## src/rtl/multichannel_fifo.sv

```systemverilog
// Multi-channel FIFO: CHANNELS independent first-word-fall-through queues sharing
// one write port and one read port, with per-channel flush and occupancy.
module multichannel_fifo #(
  parameter int WIDTH             = 8,
  parameter int DEPTH             = 4,
  parameter int CHANNELS          = 2,
  parameter int ALMOST_FULL_LEVEL = DEPTH - 1,
  localparam int CHANNEL_WIDTH    = (CHANNELS > 1) ? $clog2(CHANNELS) : 1,
  localparam int LEVEL_WIDTH      = $clog2(DEPTH + 1)
) (
  input  logic                            clock,
  input  logic                            reset,
  input  logic                            write_enable,
  input  logic [CHANNEL_WIDTH-1:0]        write_channel,
  input  logic [WIDTH-1:0]                write_data,
  output logic [CHANNELS-1:0]             write_full,
  output logic [CHANNELS-1:0]             write_almost_full,
  input  logic                            read_enable,
  input  logic [CHANNEL_WIDTH-1:0]        read_channel,
  output logic [WIDTH-1:0]                read_data,
  output logic [CHANNELS-1:0]             read_empty,
  input  logic [CHANNELS-1:0]             flush,
  output logic [CHANNELS*LEVEL_WIDTH-1:0] level,
  output logic                            write_error,
  output logic                            read_error
);

  localparam int PTR_WIDTH = (DEPTH > 1) ? $clog2(DEPTH) : 1;
  localparam logic [PTR_WIDTH-1:0]   LAST_PTR   = PTR_WIDTH'(DEPTH - 1);
  localparam logic [LEVEL_WIDTH-1:0] FULL_COUNT = LEVEL_WIDTH'(DEPTH);
  localparam logic [LEVEL_WIDTH-1:0] AF_COUNT   = LEVEL_WIDTH'(ALMOST_FULL_LEVEL);

  // Pointers wrap explicitly so DEPTH need not be a power of two.
  function automatic logic [PTR_WIDTH-1:0] next_ptr(input logic [PTR_WIDTH-1:0] ptr);
    return (ptr == LAST_PTR) ? '0 : ptr + 1'b1;
  endfunction

  logic [WIDTH-1:0]       mem    [CHANNELS][DEPTH];
  logic [PTR_WIDTH-1:0]   wr_ptr [CHANNELS];
  logic [PTR_WIDTH-1:0]   rd_ptr [CHANNELS];
  logic [LEVEL_WIDTH-1:0] count  [CHANNELS];
  logic [CHANNELS-1:0]    push;
  logic [CHANNELS-1:0]    pop;

  // Status comes only from the registered counters.
  always_comb begin
    write_full        = '0;
    write_almost_full = '0;
    read_empty        = '0;
    level             = '0;
    for (int c = 0; c < CHANNELS; c++) begin
      write_full[c]                        = (count[c] == FULL_COUNT);
      write_almost_full[c]                 = (count[c] >= AF_COUNT);
      read_empty[c]                        = (count[c] == '0);
      level[c*LEVEL_WIDTH +: LEVEL_WIDTH]  = count[c];
    end
  end

  // Out-of-range channel numbers match no channel and are therefore rejected.
  always_comb begin
    push = '0;
    pop  = '0;
    for (int c = 0; c < CHANNELS; c++) begin
      push[c] = write_enable && (write_channel == CHANNEL_WIDTH'(c)) &&
                !write_full[c] && !flush[c];
      pop[c]  = read_enable && (read_channel == CHANNEL_WIDTH'(c)) &&
                !read_empty[c] && !flush[c];
    end
  end

  always_comb begin
    read_data = '0;
    for (int c = 0; c < CHANNELS; c++) begin
      if (read_channel == CHANNEL_WIDTH'(c)) read_data = mem[c][rd_ptr[c]];
    end
  end

  always_ff @(posedge clock) begin
    for (int c = 0; c < CHANNELS; c++) begin
      if (!reset && push[c]) mem[c][wr_ptr[c]] <= write_data;
    end
  end

  always_ff @(posedge clock) begin
    if (reset) begin
      for (int c = 0; c < CHANNELS; c++) begin
        wr_ptr[c] <= '0;
        rd_ptr[c] <= '0;
        count[c]  <= '0;
      end
      write_error <= 1'b0;
      read_error  <= 1'b0;
    end else begin
      write_error <= write_enable && !(|push);
      read_error  <= read_enable && !(|pop);
      for (int c = 0; c < CHANNELS; c++) begin
        if (flush[c]) begin
          wr_ptr[c] <= '0;
          rd_ptr[c] <= '0;
          count[c]  <= '0;
        end else begin
          if (push[c]) wr_ptr[c] <= next_ptr(wr_ptr[c]);
          if (pop[c])  rd_ptr[c] <= next_ptr(rd_ptr[c]);
          if (push[c] && !pop[c])      count[c] <= count[c] + 1'b1;
          else if (pop[c] && !push[c]) count[c] <= count[c] - 1'b1;
        end
      end
    end
  end

endmodule

```

## config.mk

```make
export PLATFORM = sky130hd
export DESIGN_NAME = multichannel_fifo
export DESIGN_NICKNAME = d
export VERILOG_FILES = /design/src/rtl/multichannel_fifo.sv
export SDC_FILE = /design/constraint.sdc
export NUM_CORES = 1
export LEC_CHECK = 0
export CORE_MARGIN = 2
export CORE_UTILIZATION = 56
export DETAILED_ROUTE_END_ITERATION = 12
export PLACE_DENSITY_LB_ADDON = 0.25
export SETUP_SLACK_MARGIN = 0.05
export SLEW_MARGIN = 20
export SYNTH_ARGS = -nofsm -noshare
export SYNTH_HDL_FRONTEND = slang
export SYNTH_SLANG_ARGS = --single-unit
```

## constraint.sdc

```tcl
create_clock -name clock -period 2.8 [get_ports clock]
set_clock_uncertainty 0.1 [all_clocks]
set_input_delay 0.56 -clock clock [delete_from_list [all_inputs] [get_ports clock]]
set_output_delay 0.56 -clock clock [all_outputs]
set_load 0.005 [all_outputs]
```

-- Word-level counts from Yosys, hierarchy flattened
Memories as Yosys holds them, arrays and structs flattened.
Index checks and enable logic that the tools add are counted.
- flip-flop bits (word level): 2
- memory bits (writable): 78
- input bits: 16
- word-level logic and storage cells: 166
- memories kept: 4
- add/sub/neg operators: 8
- order comparisons: 8
- eq/ne operators: 6
- mux-type cells: 78
- bitwise operators: 20
- reductions and logical operators: 40
- memory list (name ; depth ; width ; read ports ; clocked after memory_dff ; write ports ; RTL line ; source):
    mem ; 2 ; 32 ; 2 ; 0 ; 1 ; 38 ; logic [WIDTH-1:0] mem [CHANNELS][DEPTH];
    count ; 2 ; 3 ; 2 ; 0 ; 2 ; 41 ; logic [LEVEL_WIDTH-1:0] count [CHANNELS];
    rd_ptr ; 2 ; 2 ; 2 ; 0 ; 2 ; 40 ; logic [PTR_WIDTH-1:0] rd_ptr [CHANNELS];
    wr_ptr ; 2 ; 2 ; 2 ; 0 ; 2 ; 39 ; logic [PTR_WIDTH-1:0] wr_ptr [CHANNELS];
- operators with widths (cell ; count):
    $mux W32 ; 4
    $mux W8 ; 7
    $mux W1 ; 45
    $bmux W8 S2 ; 2
    $demux W8 S2 ; 2
    $reduce_or A32 Y1 ; 1
    $mux W2 ; 12
    $logic_and A1 B1 Y1 ; 22
    $mux W3 ; 6
    $or A1 B1 Y1 ; 14
    $logic_not A1 Y1 ; 13
    $ge A3 B3 Y1 const B ; 4
    $not A2 Y3 ; 4
    $add A2 B1 Y2 const B ; 4
    $eq A2 B2 Y1 const B ; 4
    $add A3 B1 Y3 const B ; 2
    $eq A3 B3 Y1 const B ; 2
    $ge A3 B2 Y1 const B ; 2
    $logic_not A3 Y1 ; 2
    $lt A3 B1 Y1 const B ; 2
    $sub A3 B1 Y3 const B ; 2
    $reduce_or A2 Y1 ; 2
    $not A1 Y1 ; 2

-- Depth between registers and ports, before layout
Gate-level depths: netlist of run 1.
- depth after elaboration: 12
- gate-level depth with buffers: 9

-- Worst setup path before layout of run 1
OpenSTA, ideal clock, no wires.
- path kind: input -> register
- start point: input read_channel
- end point: memory count[1][2] (netlist name) (data pin)
- library setup time: 0.148 ns
- data arrival time: 2.417 ns
- required time: 2.552 ns
- path slack: 0.135 ns
- stages: 9
- path buffers: 2
- cell sequence: buf_6 > nand2_1 > or3_1 > clkbuf_1 > or3_1 > fa_1 > xnor2_1 > or3_1 > a21oi_1
- RTL lines (what ; RTL line ; source):
    from (decl) ; 19 ; input logic [CHANNEL_WIDTH-1:0] read_channel,
    to (decl) ; 41 ;

==> results.py, run 1 <==
metrics = {
    "critical_path": {
        "path_common_cell": "or3_1",
        "slowest_stage": "clkdlybuf4s50_1",
        "worstSetupPathType": "primary input to flip-flop",
        "path_cells": "clkdlybuf4s50_1 -> nand2_1 -> or3_1 -> or3_1 -> fa_1 -> xnor2_1 -> or3_1 -> a21oi_1",
        "max_stage_delay_ps": 470,
        "required_ps": 2900,
        "crit_fanout": 2,
        "r2r_setup_slack_ps": 290,
        "cp-start-kind": "primary input",
        "critical_path.endpoint_type": "flip-flop",
        "cp.arrival_ps": 2720,
    },
    "clock_tree": {
        "clockBufferDepth": 2,
        "clkLatencyLatePin_ps": 340,
        "numCtsBuffers": 9,
        "clkSlewWorstSetupHoldPaths_ps": 80,
        "cts_tree": "done",
        "cts-root-buf": "clkbuf_8",
        "cts.sink_count": 80,
        "ctsHoldBuffers": 0,
        "htree_levels": 3,
    },
    "synth": {
        "synth_top_flop_cell": "edfxtp_1",
        "synth_area_leaders": "edfxtp_1 (67%), mux4_2 (10%), ha_1 (5.0%), mux2_2 (2.6%), and2_1 (1.4%)",
        "synthTopCellsByCount": "edfxtp_1 (78), mux4_2 (16), ha_1 (14), inv_1 (10)",
        "synth-edff-count": 78,
        "synth_nets": 227,
        "yosysTopAreaCell": "edfxtp_1",
        "async_flop_share_pct": 0,
        "yosysTopAreaCellShare_pct": 67.1,
        "yosysMostFrequentCell": "edfxtp_1",
        "ys_types": 35,
        "syn_avg_cell_area_um2": 17.8,
        "synthesis.area_mm2": 0.00349,
        "synthCells": 196,
        "yosys_warnings": 0,
        "ys_ff_latch": 80,
        "yosysSeqAreaShare_pct": 68.2,
    },
    "final_layout": {
        "final_nets": 281,
        "fillers": 403,
        "area_growth_pct": 21.7,
        "final_cell_area_mm2": 0.00425,
        "diodes": 0,
        "drive_above_1_share_pct": 22.4,
    },
    "outcome": {
        "outcome": "finished, final reports clean",
    },
    "power_and_ir_drop": {
        "powerDensity_mw_per_mm2": 583,
        "total_power_mw": 2.48,
        "p_leak_nw": 1.49,
        "peakVddDrop_uv": 343,
    },
    "global_routing": {
        "grt_max_degree": 17,
        "grt_pass1_wl_um": 9520,
        "track_usage_pct": 18.3,
        "antenna_found_initial": 0,
        "grt_pass1_vias": 1914,
        "grt_overflow_total": 0,
    },
    "placement": {
        "io_buffers": 37,
        "gp_congestion": 0.752,
        "placed_area_mm2": 0.00402,
        "hpwl_um": 4090,
    },
    "floorplan": {
        "die_area_mm2": 0.00688,
        "fp.dieW_um": 83.0,
        "fp.dieH_um": 83.0,
        "initial_core_util_pct": 58.6,
        "rows": 28,
        "num_io_pins": 38,
        "core_mm2": 0.00596,
    },
    "flow_run": {
        "cap_violations": 0,
    },
    "routing": {
        "dr.pass1.iters": 4,
        "wl_per_cell_um": 17.9,
        "drtIter0Drc": 117,
        "vias": 1855,
        "vias_per_cell": 5.62,
        "drc_errors": 0,
        "drt-total-wl_um": 5920,
        "ant_nets": 0,
    },
    "sta": {
        "rsz0062_at_grt": "no",
        "setup_violations": 0,
        "fin_hold_ws_ps": 546,
        "slew_viol_final": 0,
        "finalHoldViolCount": 0,
        "fmax_mhz": 381,
        "relSlewSlack_pct": 70.3,
        "fin_crit_sh_pct": 93.6,
        "period_needed_ps": 2620,
        "worst_slew_pin_slew_ps": 445,
    },
    "hold_path": {
        "hp-class": "flip-flop to flip-flop",
    },
}
## cell families after synthesis
family          count (synthesis)  share of synthesized area [%]
simple gates                   49                           8.78
flops                          80                           68.2
xor+xnor                        3                          0.753
mux                            24                           12.9
fa+ha+maj                      15                           5.59
compound gates                  6                           1.36
buf+inv                        19                           2.37
## where the power goes
group / leakage, nW / internal [mW] / total [mW] / switching, mW
registers: 0.750 / 1.34 / 1.36 / 0.0233
logic: 0.632 / 0.135 / 0.231 / 0.0958
clock network: 0.108 / 0.494 / 0.886 / 0.392
total: 1.49 / 1.97 / 2.48 / 0.511
## layout by cell type (no fill, tap or decap), drive strengths merged, types with 4 or more instances in the layout
cell	n
nand2	7
mux4	16
clkinv	5
inv	10
edfxtp	78
clkdlybuf4s50	29
dlygate4sd2	8
or3	4
buf	15
mux2	8
ha	14
clkbuf	9
and2	8
nor3	4
## worst paths after layout
| kind | startpoint | to | depth (start not counted) |
|---|---|---|---|
| max | read_channel | count[1][2]$_SDFFCE_PN0P_ | 8 |
| min | wr_ptr[1][0]$_SDFFCE_PP0P_ | wr_ptr[1][0]$_SDFFCE_PP0P_ | 1 |
| max reg2reg | count[1][1]$_SDFFCE_PN0P_ | count[1][2]$_SDFFCE_PN0P_ | 7 |
| min reg2reg | wr_ptr[1][0]$_SDFFCE_PP0P_ | wr_ptr[1][0]$_SDFFCE_PP0P_ | 1 |
## worst max-delay path, delay by kind of cell
family | cells | cell delay [ps]
XOR/XNOR | 1 | 150
AND/OR/NAND/NOR | 4 | 1030
adder cells (fa/ha/maj) | 1 | 390
buffers and inverters | 1 | 470
AO/OA/AOI/OAI | 1 | 130
## layout make-up
type,count,area [µm²],area share [%]
Timing Repair Buffer,52,493,11.6
Tap cell,75,93.8,2.21
Multi-Input combinational cell,97,1030,24.3
Sequential cell,80,2380,56.1
Clock inverter,7,86.3,2.03
Inverter,10,37.5,0.884
Clock buffer,9,124,2.92
## through the flow
step | std cells | TNS, ps | setup WS (ps) | utilization [%]
final | 330 | 0 | 179 | 71.3
after global routing | 330 | 0 | 69.4 | 71.3
after CTS | 330 | 0 | 164 | 71.2
after detailed placement | 312 | -173 | -173 | 67.5
after global placement | 312 | -111 | -111 | 67.5
after floorplan | 196 | 0 | 135 | -
## sequential cells by signal, summed over array words and instances (netlist names)
name         count
count            6
mem             64
rd_ptr           4
read_error       1
wr_ptr           4
write_error      1
## repair_timing
item	4_1_cts	5_1_grt
resized for setup	10	1
gates cloned	0	0
buffers inserted	2	0
setup endpoints to repair	8	1
## per-layer routing
layer / part of all wire [%] / global-route usage (%)
met2: 52 / 30.4
met4: 1.7 / 7.60
met3: 4.4 / 4.37
met5: 0 / 0
met1: 42 / 23.2
Power figures use the tool's default switching activity.
==> inputs of run 2 (changes only) <==
--- a/config.mk
+++ b/config.mk
@@ -7,2 +7,3 @@
 export LEC_CHECK = 0
+export CORE_ASPECT_RATIO = 0.5
 export CORE_MARGIN = 2
--- a/constraint.sdc
+++ b/constraint.sdc
@@ -4,2 +4,2 @@
 set_output_delay 0.56 -clock clock [all_outputs]
-set_load 0.005 [all_outputs]
+set_load 0.05 [all_outputs]
==> run 2 against run 1 <==
- hold slack got worse by 46 ps
- register-to-register slack barely moved
- clock power rose by 28%
- worst setup slack got worse by 50 ps
- die area rose by 0.55%
==> results.py, run 2 (same netlist as run 1, synthesis figures left out) <==
metrics = {
    "routing": {
        "dr.pass1.iters": 4,
        "drc_errors": 0,
        "vias_per_cell": 5.43,
        "vias": 1879,
        "drtIter0Drc": 93,
        "drt-total-wl_um": 6300,
        "ant_nets": 0,
        "wl_per_cell_um": 18.2,
    },
    "power_and_ir_drop": {
        "seqPwrFrac_pct": 48.2,
        "peakVddDrop_uv": 370,
        "p_int_mw": 2.17,
        "powerDensity_mw_per_mm2": 647,
        "p_leak_nw": 1.58,
        "p_switching_mw": 0.665,
        "p_comb_share_pct": 11.8,
        "p_clk_share_pct": 40.0,
        "switching_share_pct": 23.4,
        "total_power_mw": 2.83,
    },
    "final_layout": {
        "final_cell_area_mm2": 0.00438,
        "final_common_cell": "edfxtp_1",
        "diodes": 0,
        "final_cells": 346,
        "area_growth_pct": 25.5,
        "fillers": 390,
        "final_util_pct": 72.4,
        "drive_above_1_share_pct": 27.9,
        "final_nets": 284,
        "largest_reg_flops": 64,
        "final_cell_mix": "edfxtp_1 (78), buf_4 (26), clkdlybuf4s50_1 (25)",
    },
    "hold_path": {
        "min_from": "rd_ptr[0][0]$_SDFFCE_PP0P_",
        "hp-class": "flip-flop to flip-flop",
    },
    "global_routing": {
        "antenna_found_initial": 0,
        "grt_pass1_vias": 1960,
        "track_usage_pct": 20.3,
        "grt_overflow_total": 0,
        "grt_pass1_wl_um": 9760,
        "grt_max_degree": 15,
    },
    "sta": {
        "fin_hold_ws_ps": 500,
        "rsz0062_at_grt": "no",
        "tns_ps": 0,
        "slew_viol_final": 0,
        "layout_setup_ws_ps": 128,
        "fin_crit_sh_pct": 95.4,
        "period_needed_ps": 2670,
        "setup_violations": 0,
        "relSlewSlack_pct": 65.2,
        "worst_slew_pin_slew_ps": 522,
        "finalHoldViolCount": 0,
        "fmax_mhz": 374,
    },
    "clock_tree": {
        "ctsHoldBuffers": 0,
        "cts-root-buf": "clkbuf_16",
        "clockBufferDepth": 2,
        "cts_tree": "done",
        "clkSlewWorstSetupHoldPaths_ps": 60,
        "clkLatencyLatePin_ps": 320,
        "numCtsBuffers": 9,
        "htree_levels": 3,
        "cts.sink_count": 80,
    },
    "critical_path": {
        "critical_path.endpoint_type": "flip-flop",
        "crit-reg2reg-launch": "count[1][1]$_SDFFCE_PN0P_",
        "required_ps": 2870,
        "cp-start-kind": "primary input",
        "max_stage_delay_ps": 500,
        "cp.arrival_ps": 2750,
        "slowest_stage": "clkdlybuf4s50_1",
        "crit_family": "simple AND/OR/NAND/NOR gates",
        "crit_path_start": "read_enable",
        "worstSetupPathType": "primary input to flip-flop",
        "worst-path-buf-inv": 1,
        "path_cells": "clkdlybuf4s50_1 -> nand2_1 -> or3_1 -> or3_1 -> fa_2 -> xnor2_1 -> or3_1 -> a21oi_1",
        "path_common_cell": "or3_1",
        "crit_fanout": 2,
    },
    "floorplan": {
        "rows": 20,
        "core_mm2": 0.00606,
        "die_area_mm2": 0.00692,
        "fp.dieW_um": 116,
        "num_io_pins": 38,
        "fp.dieH_um": 59.8,
        "initial_core_util_pct": 57.6,
    },
    "placement": {
        "pre_cts_ws_ps": -212,
        "hpwl_um": 4330,
        "post-place-cells": 330,
        "placed_area_mm2": 0.00408,
        "gp_congestion": 0.744,
        "io_buffers": 37,
    },
    "flow_run": {
        "cap_violations": 0,
    },
    "outcome": {
        "outcome": "finished, final reports clean",
    },
}
[run 2: cell types whose count changed in the layout (fill, tap and decap cells not counted), moves of 2 or more]
| cell | before | now |
|---|---|---|
| nor3_1 | 4 | 2 |
| buf_6 | 2 | 0 |
| clkbuf_8 | 9 | 0 |
| nor3_4 | 0 | 2 |
| clkbuf_16 | 0 | 9 |
| buf_4 | 12 | 26 |
| dlygate4sd2_1 | 8 | 1 |
| dlymetal6s2s_1 | 0 | 3 |
| clkdlybuf4s50_1 | 29 | 25 |
| clkinv_1 | 2 | 0 |
[run 2: worst reg2reg max path, delay by kind of cell (launching register included)]
family	cells	cell delay, ps
and+or+nand+nor	4	1130
adders and majority gates	1	350
AOI/OAI and AO/OA	1	130
xor gates and xnor gates	1	140
DFF	1	520
[run 2: final cells by class]
type                    instances  area [µm²]  area share, %
clock buffers                  10         229           5.23
clock inverters                 6        68.8           1.57
repair buffers                 55         492           11.2
multi-input cells              97        1060           24.2
well taps                      88         110           2.51
flip-flops and latches         80        2380           54.4
inverters                      10        37.5          0.857
[run 2: per-layer routing]
metal / global-route usage [%] / vias to the layer above / part of all wire [%]
met5: 0 / - / 0
met4: 7.14 / 0 / 0.40
met3: 5.58 / 2 / 8.6
met2: 32.7 / 70 / 47
met1: 27.3 / 923 / 44
li1: - / 884 / -
[run 2: power by group through the flow]
stage / clock network [mW] / registers, mW / logic [mW]
6_report: 1.13 / 1.37 / 0.334
5_1_grt: 1.20 / 1.37 / 0.356
4_1_cts: 1.16 / 1.37 / 0.339
2_1_floorplan: 0 / 1.41 / 0.191
3_5_place_dp: 0 / 1.39 / 0.339
3_3_place_gp: 0 / 1.39 / 0.330
[run 2: final timing paths]
| path | to | slack (ps) | cells past startpoint |
|---|---|---|---|
| max | count[1][2]$_SDFFCE_PN0P_ | 130 | 8 |
| min | rd_ptr[0][0]$_SDFFCE_PP0P_ | 500 | 1 |
| max reg2reg | count[1][2]$_SDFFCE_PN0P_ | 280 | 7 |
| min reg2reg | rd_ptr[0][0]$_SDFFCE_PP0P_ | 500 | 1 |
[run 2: what timing repair did]
item | in CTS | in global routing
setup buffers | 0 | 0
setup endpoints to repair | 1 | 3
gates resized for setup | 1 | 3
pin swaps | 0 | 0
